[config.mk]
export PLATFORM = sky130hd
export DESIGN_NAME = net_stream_tx
export DESIGN_NICKNAME = d
export VERILOG_FILES = /design/src/rtl/net_pkg.sv /design/src/rtl/net_sync_fifo.sv /design/src/rtl/net_stream_tx.sv
export SDC_FILE = /design/constraint.sdc
export NUM_CORES = 1
export LEC_CHECK = 0
export CORE_ASPECT_RATIO = 1.2
export CORE_UTILIZATION = 58
export CTS_BUF_LIST = sky130_fd_sc_hd__clkbuf_4
export CTS_CLUSTER_DIAMETER = 150
export DETAILED_ROUTE_END_ITERATION = 12
export PLACE_DENSITY_LB_ADDON = 0.25
export SLEW_MARGIN = 20
export SYNTH_ARGS = -nofsm -noshare
export SYNTH_HDL_FRONTEND = slang
export SYNTH_SLANG_ARGS = --single-unit
[constraint.sdc]
create_clock -name clk -period 4.1 [get_ports clk]
set_input_delay 0.82 -clock clk [delete_from_list [all_inputs] [get_ports clk]]
set_output_delay 0.82 -clock clk [all_outputs]
set_load 0.05 [all_outputs]
[src/rtl/net_pkg.sv]
// Shared constants, state encoding and helpers for the W5500 streaming transmitter.
package net_pkg;

    // W5500 control-phase fields: socket TX buffer block offset, write, variable-length mode.
    localparam int         BSB_TXBUF = 2;
    localparam logic       RWB_WRITE = 1'b1;
    localparam logic [1:0] OM_VDM    = 2'b00;

    // Transmit FSM encoding (kept as plain constants for legacy tool flows).
    typedef logic [2:0] state_t;
    localparam state_t ST_RST_HOLD = 3'd0;
    localparam state_t ST_RST_WAIT = 3'd1;
    localparam state_t ST_IDLE     = 3'd2;
    localparam state_t ST_CS_SETUP = 3'd3;
    localparam state_t ST_SHIFT    = 3'd4;
    localparam state_t ST_CS_HOLD  = 3'd5;
    localparam state_t ST_GAP      = 3'd6;

    // Number of whole bytes needed to carry a sample of width w.
    function automatic int net_bytes(input int w);
        return (w + 7) / 8;
    endfunction

    // Control byte addressing the TX buffer block of the given socket.
    function automatic logic [7:0] net_ctrl_byte(input int socket);
        return {5'(4 * socket + BSB_TXBUF), RWB_WRITE, OM_VDM};
    endfunction

endpackage

[src/rtl/net_sync_fifo.sv]
// Single-clock first-word-fall-through FIFO with registered ready flag.
module net_sync_fifo #(
    parameter int DATA_W = 8,
    parameter int DEPTH  = 8
) (
    input  logic              clk,
    input  logic              rst,
    input  logic              i_wr_en,
    input  logic [DATA_W-1:0] i_wr_data,
    input  logic              i_rd_en,
    output logic [DATA_W-1:0] o_rd_data,
    output logic              o_full,
    output logic              o_empty,
    output logic              o_ready
);

    localparam int PTR_W = $clog2(DEPTH);

    logic [DATA_W-1:0] r_mem [DEPTH];
    logic [PTR_W-1:0]  r_wr_ptr;
    logic [PTR_W-1:0]  r_rd_ptr;
    logic [PTR_W:0]    r_count;
    logic              r_ready;
    logic [PTR_W:0]    w_count_next;
    logic              w_push;
    logic              w_pop;

    assign w_push    = i_wr_en && !o_full;
    assign w_pop     = i_rd_en && !o_empty;
    assign o_full    = (r_count == (PTR_W + 1)'(DEPTH));
    assign o_empty   = (r_count == '0);
    assign o_rd_data = r_mem[r_rd_ptr];
    assign o_ready   = r_ready;

    // Occupancy after this cycle's push/pop; a simultaneous push and pop leaves it unchanged.
    always_comb begin
        // NOTE: default assignment first so no path leaves w_count_next unassigned (that would infer a latch).
        w_count_next = r_count;
        if (w_push && !w_pop) begin
            w_count_next = r_count + 1'b1;
        end else if (w_pop && !w_push) begin
            w_count_next = r_count - 1'b1;
        end
    end

    // Sample storage write port.
    // NOTE: the array has no reset; only pointers and count need one, and an unreset array maps onto RAM.
    always_ff @(posedge clk) begin
        if (w_push) begin
            r_mem[r_wr_ptr] <= i_wr_data;
        end
    end

    // Pointers, count and the registered ready flag (low while in reset).
    always_ff @(posedge clk or posedge rst) begin
        // NOTE: non-blocking assignments in clocked blocks so every register sees pre-edge values.
        if (rst) begin
            r_wr_ptr <= '0;
            r_rd_ptr <= '0;
            r_count  <= '0;
            r_ready  <= 1'b0;
        end else begin
            if (w_push) begin
                r_wr_ptr <= r_wr_ptr + 1'b1;
            end
            if (w_pop) begin
                r_rd_ptr <= r_rd_ptr + 1'b1;
            end
            r_count <= w_count_next;
            r_ready <= (w_count_next != (PTR_W + 1)'(DEPTH));
        end
    end

endmodule

[src/rtl/net_stream_tx.sv]
// Streams buffered sensor samples into a W5500 socket TX buffer, one VDM SPI write per sample.
module net_stream_tx
    import net_pkg::*;
#(
    parameter int          DATA_W     = 19,
    parameter int          FIFO_DEPTH = 8,
    parameter int          CLK_DIV    = 2,
    parameter int          SOCKET     = 0,
    parameter int          RST_CYC    = 1000,
    parameter int          RDY_CYC    = 50000,
    parameter int          GAP_CYC    = 4,
    parameter logic [15:0] ADDR_RST   = 16'h0000
) (
    input  logic              clk,
    input  logic              rst,
    input  logic [DATA_W-1:0] data_in,
    input  logic              data_valid,
    output logic              data_ready,
    output logic              o_spi_cs,
    output logic              o_spi_sck,
    output logic              o_spi_mosi,
    output logic              o_w5500_rst,
    output logic              busy,
    output logic              frame_done
);

    localparam int BYTES   = net_bytes(DATA_W);
    localparam int PAD_W   = BYTES * 8;
    localparam int FRAME_W = (3 + BYTES) * 8;
    localparam int BIT_W   = $clog2(FRAME_W);
    localparam int DIV_W   = (CLK_DIV > 1) ? $clog2(CLK_DIV) : 1;

    localparam logic [7:0]       CTRL_BYTE = net_ctrl_byte(SOCKET);
    localparam logic [31:0]      RST_LAST  = 32'(RST_CYC - 1);
    localparam logic [31:0]      RDY_LAST  = 32'(RDY_CYC - 1);
    localparam logic [31:0]      GAP_LAST  = 32'(GAP_CYC - 1);
    localparam logic [DIV_W-1:0] DIV_LAST  = DIV_W'(CLK_DIV - 1);
    localparam logic [BIT_W-1:0] BIT_LAST  = BIT_W'(FRAME_W - 1);

    state_t             r_state;
    logic [31:0]        r_cnt;
    logic [DIV_W-1:0]   r_div;
    logic [BIT_W-1:0]   r_bit;
    logic [FRAME_W-1:0] r_shift;
    logic [15:0]        r_addr;
    logic               r_cs;
    logic               r_sck;
    logic               r_mosi;
    logic               r_w5500_rst;
    logic               r_frame_done;

    logic [DATA_W-1:0]  w_fifo_data;
    logic               w_fifo_full;
    logic               w_fifo_empty;
    logic               w_push;
    logic               w_pop;
    logic               w_half_end;
    logic [PAD_W-1:0]   w_sample_pad;

    assign w_push       = data_valid && data_ready && !w_fifo_full;
    assign w_pop        = (r_state == ST_IDLE) && !w_fifo_empty;
    assign w_half_end   = (r_div == DIV_LAST);
    assign w_sample_pad = PAD_W'(w_fifo_data);

    assign o_spi_cs     = r_cs;
    assign o_spi_sck    = r_sck;
    assign o_spi_mosi   = r_mosi;
    assign o_w5500_rst  = r_w5500_rst;
    assign frame_done   = r_frame_done;
    assign busy         = (r_state == ST_CS_SETUP) || (r_state == ST_SHIFT) ||
                          (r_state == ST_CS_HOLD)  || (r_state == ST_GAP);

    net_sync_fifo #(
        .DATA_W (DATA_W),
        .DEPTH  (FIFO_DEPTH)
    ) u_fifo (
        .clk       (clk),
        .rst       (rst),
        .i_wr_en   (w_push),
        .i_wr_data (data_in),
        .i_rd_en   (w_pop),
        .o_rd_data (w_fifo_data),
        .o_full    (w_fifo_full),
        .o_empty   (w_fifo_empty),
        .o_ready   (data_ready)
    );

    // Reset sequencing, frame FSM, SCK half-period divider, bit counter, shifter and address pointer.
    always_ff @(posedge clk or posedge rst) begin
        if (rst) begin
            r_state      <= ST_RST_HOLD;
            r_cnt        <= '0;
            r_div        <= '0;
            r_bit        <= '0;
            r_shift      <= '0;
            r_addr       <= ADDR_RST;
            r_cs         <= 1'b1;
            r_sck        <= 1'b0;
            r_mosi       <= 1'b0;
            r_w5500_rst  <= 1'b0;
            r_frame_done <= 1'b0;
        end else begin
            r_frame_done <= 1'b0;
            case (r_state)
                ST_RST_HOLD: begin
                    if (r_cnt == RST_LAST) begin
                        r_cnt       <= '0;
                        r_w5500_rst <= 1'b1;
                        r_state     <= ST_RST_WAIT;
                    end else begin
                        r_cnt <= r_cnt + 1'b1;
                    end
                end

                ST_RST_WAIT: begin
                    if (r_cnt == RDY_LAST) begin
                        r_cnt   <= '0;
                        r_state <= ST_IDLE;
                    end else begin
                        r_cnt <= r_cnt + 1'b1;
                    end
                end

                ST_IDLE: begin
                    // Pop and load the whole frame in one cycle; CS falls on the same edge.
                    if (w_pop) begin
                        r_shift <= {r_addr, CTRL_BYTE, w_sample_pad};
                        r_cs    <= 1'b0;
                        r_bit   <= '0;
                        r_div   <= '0;
                        r_state <= ST_CS_SETUP;
                    end
                end

                ST_CS_SETUP: begin
                    if (w_half_end) begin
                        // First bit appears at the start of the first SCK-low half.
                        r_div   <= '0;
                        r_mosi  <= r_shift[FRAME_W-1];
                        r_state <= ST_SHIFT;
                    end else begin
                        r_div <= r_div + 1'b1;
                    end
                end

                ST_SHIFT: begin
                    if (w_half_end) begin
                        r_div <= '0;
                        if (!r_sck) begin
                            r_sck <= 1'b1;
                        end else if (r_bit == BIT_LAST) begin
                            r_sck   <= 1'b0;
                            r_mosi  <= 1'b0;
                            r_state <= ST_CS_HOLD;
                        end else begin
                            // Falling SCK: advance to the next bit while SCK is low.
                            r_sck   <= 1'b0;
                            r_bit   <= r_bit + 1'b1;
                            r_shift <= r_shift << 1;
                            r_mosi  <= r_shift[FRAME_W-2];
                        end
                    end else begin
                        r_div <= r_div + 1'b1;
                    end
                end

                ST_CS_HOLD: begin
                    if (w_half_end) begin
                        r_div        <= '0;
                        r_cs         <= 1'b1;
                        r_frame_done <= 1'b1;
                        r_addr       <= r_addr + 16'(BYTES);
                        r_cnt        <= '0;
                        r_state      <= ST_GAP;
                    end else begin
                        r_div <= r_div + 1'b1;
                    end
                end

                ST_GAP: begin
                    if (r_cnt == GAP_LAST) begin
                        r_cnt   <= '0;
                        r_state <= ST_IDLE;
                    end else begin
                        r_cnt <= r_cnt + 1'b1;
                    end
                end

                default: begin
                    r_state <= ST_RST_HOLD;
                end
            endcase
        end
    end

endmodule

# Word level (Yosys, flattened, before mapping)
# Memory sizes are Yosys's and may differ from the RTL's.
# Cells that the tools add are included.
# word_totals
regBits,122
ramBits,152
inputBits,22
word_cells,119
memories,1
# op_classes
add_sub_neg,8
eq_ne,22
mux,42
reduce_logical,31
# mem_list
memory,depth,width,rd,rd_ports_with_merged_regs,write_ports,line,text
u_fifo.r_mem,8,19,1,0,1,net_sync_fifo.sv:19,logic [DATA_W-1:0] r_mem [DEPTH];
# ops
cell,count
2-to-1 mux 48 bit,4
2-to-1 mux 32 bit,4
case mux 32 bit (4 select lines),1
case mux 48 bit (2 select lines),1
adder 32 x 1 -> 32 bit (second input constant),1
== test 32 x 10 -> 1 bit (second input constant),1
== test 32 x 16 -> 1 bit (second input constant),1
== test 32 x 2 -> 1 bit (second input constant),1
2-to-1 mux 3 bit,9
2-to-1 mux 6 bit,4
case mux 3 bit (7 select lines),1
adder 16 x 2 -> 16 bit (second input constant),1
!= test 2 bit (second input constant),7
2-to-1 mux 1 bit,12
case mux 6 bit (2 select lines),1
AND reduction 2 bit,5
== test 3 bit (second input constant),3
AND reduction 9 bit,1
2-to-1 mux 4 bit,2
nonzero test 2 bit,4
logical AND 1 bit,7
adder 3 x 1 -> 3 bit (second input constant),2
adder 6 x 1 -> 6 bit (second input constant),1
== test 3 x 2 -> 1 bit (second input constant),2
other kinds (18),27

# Longest topological paths before layout
# depth
word_depth,9
depth_mapped,11

# By module
# From an unflattened synthesis, not the netlist that was laid out.
# unflattened
cells_unflattened,888
hier_area_um2,11711.2
# modules_own_cells
mod,n_inst,cells_per_inst,area_per_inst_um2
net_sync_fifo,1,298,6412.4
net_stream_tx,1,590,5298.8

# Worst setup path before layout
# OpenSTA, ideal clock, no wires.
# synth_path
kind,input -> register
startpoint,in data_valid
endpoint,"mem u_fifo.r_mem[2][0], enable pin"
setup_time_ns,0.451
t_arrival_ns,3.168
setup_slack_ns,0.482
stages,2
cell_sequence,nand3_1 -> nor4b_1
# synth_between
elab_chain_len,5
# synth_lines
item,line,text
start: declaration,net_stream_tx.sv:17,"input logic data_valid,"
logical AND 1 bit (2 in series),net_stream_tx.sv:60,assign w_push = data_valid && data_ready && !w_fifo_full;
logical AND 1 bit,net_sync_fifo.sv:28,assign w_push = i_wr_en && !o_full;
2-to-1 mux 1 bit,net_sync_fifo.sv:49,if (w_push) begin
2-to-1 mux 1 bit (not written as such),net_sync_fifo.sv:50,r_mem[r_wr_ptr] <= i_wr_data;
end: declaration,net_sync_fifo.sv:19,
# No other way between the ends.

# Final worst setup path
# layout_path
startpoint,reg r_state[0]
endpoint,out busy
# layout_between
elab_chain_len,4
word_cells_on_any_way,7
classes_between,eq/ne (4); reduce/logical (3)
# layout_lines
item,line,text
start: declaration,net_stream_tx.sv:40,state_t r_state;
start signal: assignment,net_stream_tx.sv:91,r_state <= ST_RST_HOLD;
start signal: assignment,net_stream_tx.sv:109,r_state <= ST_RST_WAIT;
start signal: assignment,net_stream_tx.sv:118,r_state <= ST_IDLE;
== test 3 x 2 -> 1 bit / == test 3 bit (equally long branches),net_stream_tx.sv:70,assign busy = (r_state == ST_CS_SETUP) || (r_state == ST_SHIFT) ||
logical OR 1 bit (2 in series),net_stream_tx.sv:70,
logical OR 1 bit *,net_stream_tx.sv:71,(r_state == ST_CS_HOLD) || (r_state == ST_GAP);
end: declaration,net_stream_tx.sv:23,"output logic busy,"
# Mark *: on every way between the ends. The rest lies on a longest branch, timed or not.

==> flow_metrics.tcl <==
set metrics [dict create \
    status "finished clean" \
    critPathMaxFanout 6 \
    grt_pass1_vias 7491 \
    slew-limit-headroom_pct 33.5 \
    synth_enable_flop_cells 152 \
    io_pins 29 \
    regArea_um2 7620 \
    drt_iter0_markers 455 \
    worstReg2RegEnd "r_shift[32]" \
    portBuffers 28 \
    ir_drop_v 0.000328 \
    final-instance-count-excl-fill 1235 \
    htree_num_levels 3 \
    syn_area_um2 11500 \
    via_count 7158 \
    antenna_left 0 \
    postCtsSetupBuffers 0 \
    row_count 56 \
    drtPass1Iterations 5 \
    fillCellCount 1363 \
    p_per_area_nw_per_um2 468 \
    grt_pass1_wl_mm 36.6 \
    cts_resized 0 \
    setup_viol 0 \
    clk_latency_ns 0.67 \
    ys_warn_count 0 \
    worst_pin_slew_ns 0.997 \
    track_usage_pct 23.4 \
    synth.avg_cell_area_um2 13.7 \
    clock.fmax_mhz 269 \
    arrival_ns 2.90 \
    cts_num_sinks 274 \
    drt-total-wl_mm 22.0 \
    hold_path.class "reg2reg" \
    crit_path_start_kind "flop" \
    ys_types 54 \
    clk_pin_slew_worst_paths_ns 0.07 \
    holdCritStartpoint "r_shift[29]" \
    syn-num-nets 876 \
    hold_violations 0 \
    grt_setup_unrepaired "no" \
    grt-ovfl-total 0 \
    r2r-start "r_state[0]" \
    r2r_setup_slack_ns 0.97 \
    grt_max_degree 53 \
    syn_inst 841 \
    antenna_found_initial 1 \
    reg2reg_depth 9 \
    period_share_pct 90.7 \
    die_h_um 157 \
    clock_skew_ns 0.0302 \
    root_buffer "clkbuf_4" \
    place_inst 1110 \
    drc_errors 0 \
    ys_seq_elements 274 \
    clock_path_buffers 3 \
    place_worst_setup_slack_ns 1.07 \
    core_region_area_um2 19500 \
    worst_slack_ns 0.382 \
    synth_seq_area_share_pct 66.0 \
    end_kind "primary output" \
    min_period_ns 3.72 \
    start_util_pct 59.1 \
    synthArstFlopShare_pct 44.5 \
    vias_per_cell 5.80 \
    gp_congestion 0.837 \
    multiInputGateArea_um2 3760 \
    path_class "reg2out" \
    cap_violations 0 \
    p_leak_nw 5.02 \
    numCtsBuffers 69 \
    syn2layout_area_growth_pct 13.3 \
    wire_per_inst_um 17.8 \
    drive_above_1_share_pct 19.1 \
    fp.dieW_um 131 \
    worstHoldEndpoint "r_shift[29]" \
    finalNetCount 955 \
    hold_buffers 0 \
    die-area_um2 20500 \
    setup_tns_ns 0 \
    dp_hpwl_mm 13.6 \
    hold_depth 2 \
    cp.required_ns 3.28 \
    synth_ff_type "edfxtp_1" \
    drv_slew 0 \
    cts_tree "yes" \
]
-- report_power, final --
part           switching, mW  total [mW]  internal, mW
Clock                   1.07        2.26          1.19
Combinational          0.344       0.543         0.199
Sequential             0.117        3.32          3.20
-- flip-flops by register name (all words and copies together) (netlist names) --
register and flops:
r_addr 16, u_fifo.r_mem 152, r_bit 6, r_state 3, u_fifo.r_rd_ptr 3, o_w5500_rst 1
u_fifo.r_count 4, r_shift 48, u_fifo.o_ready 1, o_spi_cs 1, r_div 1, r_cnt 32
o_spi_mosi 1, frame_done 1, o_spi_sck 1, u_fifo.r_wr_ptr 3
-- per-layer routing --
layer	vias to the layer above	track usage (%)	part of all wire (%)	routed length (um)
met2	208	39.4	51	11100
met3	57	5.26	4.8	1060
li1	3305	-	-	-
met4	0	11.3	3.0	656
met1	3588	28.5	42	9180
met5	-	0	0	0
-- synth_stat cells (3+ instances only) --
cell / count / share of area (%)
o21ai_0: 13 / 0.56
dfrtp_1: 121 / 26
a21o_1: 3 / 0.20
nand2b_1: 3 / 0.16
o211ai_1: 21 / 1.4
edfxtp_1: 152 / 40
a21oi_1: 3 / 0.13
mux4_2: 38 / 7.4
nand2_1: 89 / 2.9
nand3_1: 46 / 2.0
and3_1: 12 / 0.65
clkbuf_1: 26 / 0.85
buf_1: 7 / 0.23
mux2i_1: 20 / 1.7
nor3b_1: 3 / 0.20
a22o_1: 6 / 0.46
inv_1: 15 / 0.49
xor2_1: 25 / 1.9
nor2b_1: 7 / 0.38
nand4_1: 12 / 0.65
xnor2_1: 26 / 2.0
nor4_1: 9 / 0.49
and2_1: 3 / 0.16
a211oi_1: 4 / 0.26
nor2_1: 80 / 2.6
ha_1: 13 / 1.4
nor3_1: 44 / 1.9
nor4b_1: 3 / 0.23
and4_1: 4 / 0.30
buf_2: 3 / 0.13
-- critical path, cell delays in order, from the launching register on --
cell and delay [ns]:
dfrtp_1 0.40, inv_1 0.09, ha_1 0.27, or3_1 0.36, o21ai_0 0.24, nand2_1 0.16
clkdlybuf4s50_1 0.73
-- cell type report --
class	instances	share of cell area (%)
sequential	274	58.3
multi-input combinational	512	28.7
timing repair buffer	47	3.23
inverter	16	0.478
clock buffer	99	5.68
tap	261	2.50
antenna	2	0.0383
clock inverter	24	1.06
-- stage by stage --
| stage | cell area, um2 | power [mW] | hold slack [ns] | util, % |
|---|---|---|---|---|
| finish | 13100 | 6.12 | 0.468 | 66.9 |
| global placement | 12200 | 3.87 | 0.450 | 62.4 |
| CTS | 13100 | 6.21 | 0.470 | 66.9 |
| floorplan | 11500 | 3.67 | 0.438 | - |
| global route | 13100 | 6.42 | 0.492 | 66.9 |
| detailed placement | 12200 | 3.93 | 0.455 | 62.4 |
-- cells in the final DEF (no fill, tap or decap), types with 4 or more instances in the layout --
cell type / netlist / routed
mux4_2: 38 / 38
nand4_1: 12 / 12
o21ai_0: 13 / 13
clkbuf_4: 0 / 99
nand3_1: 46 / 46
ha_1: 13 / 13
nand2_1: 89 / 89
o211ai_1: 21 / 21
a22o_1: 6 / 6
xnor2_1: 26 / 26
and4_1: 4 / 4
xor2_1: 25 / 25
inv_1: 15 / 14
and3_1: 12 / 12
nor4_1: 9 / 8
buf_4: 1 / 19
nor2_1: 80 / 80
clkinv_1: 0 / 16
dfrtp_1: 121 / 119
nor2b_1: 7 / 7
mux2i_1: 20 / 20
edfxtp_1: 152 / 152
nor3_1: 44 / 42
a211oi_1: 4 / 4
clkdlybuf4s50_1: 0 / 28
-- worst max-delay path by stage --
stage,startpoint,slack [ns],endpoint,cells after the start
floorplan,rst,0.04,frame_done,1
global placement,r_state[0],1.16,busy,6
detailed placement,r_state[0],1.07,r_shift[43],9
CTS,r_state[0],0.37,busy,6
global route,r_state[2],0.23,busy,5
finish,r_state[0],0.38,busy,6
-- kinds of logic (layout without fill, tap and decap cells) --
| family | count (synthesis) | count (layout) | synth area share, % |
|---|---|---|---|
| simple gates | 325 | 325 | 13.4 |
| flops | 274 | 274 | 66.0 |
| compound gates | 63 | 63 | 4.04 |
| mux | 60 | 60 | 9.34 |
| buf+inv | 55 | 186 | 1.98 |
| xor+xnor | 51 | 51 | 3.87 |
| fa+ha+maj | 13 | 13 | 1.41 |
| other cells | 0 | 2 | 0 |
Note: power is estimated with default switching activity, not from simulation.
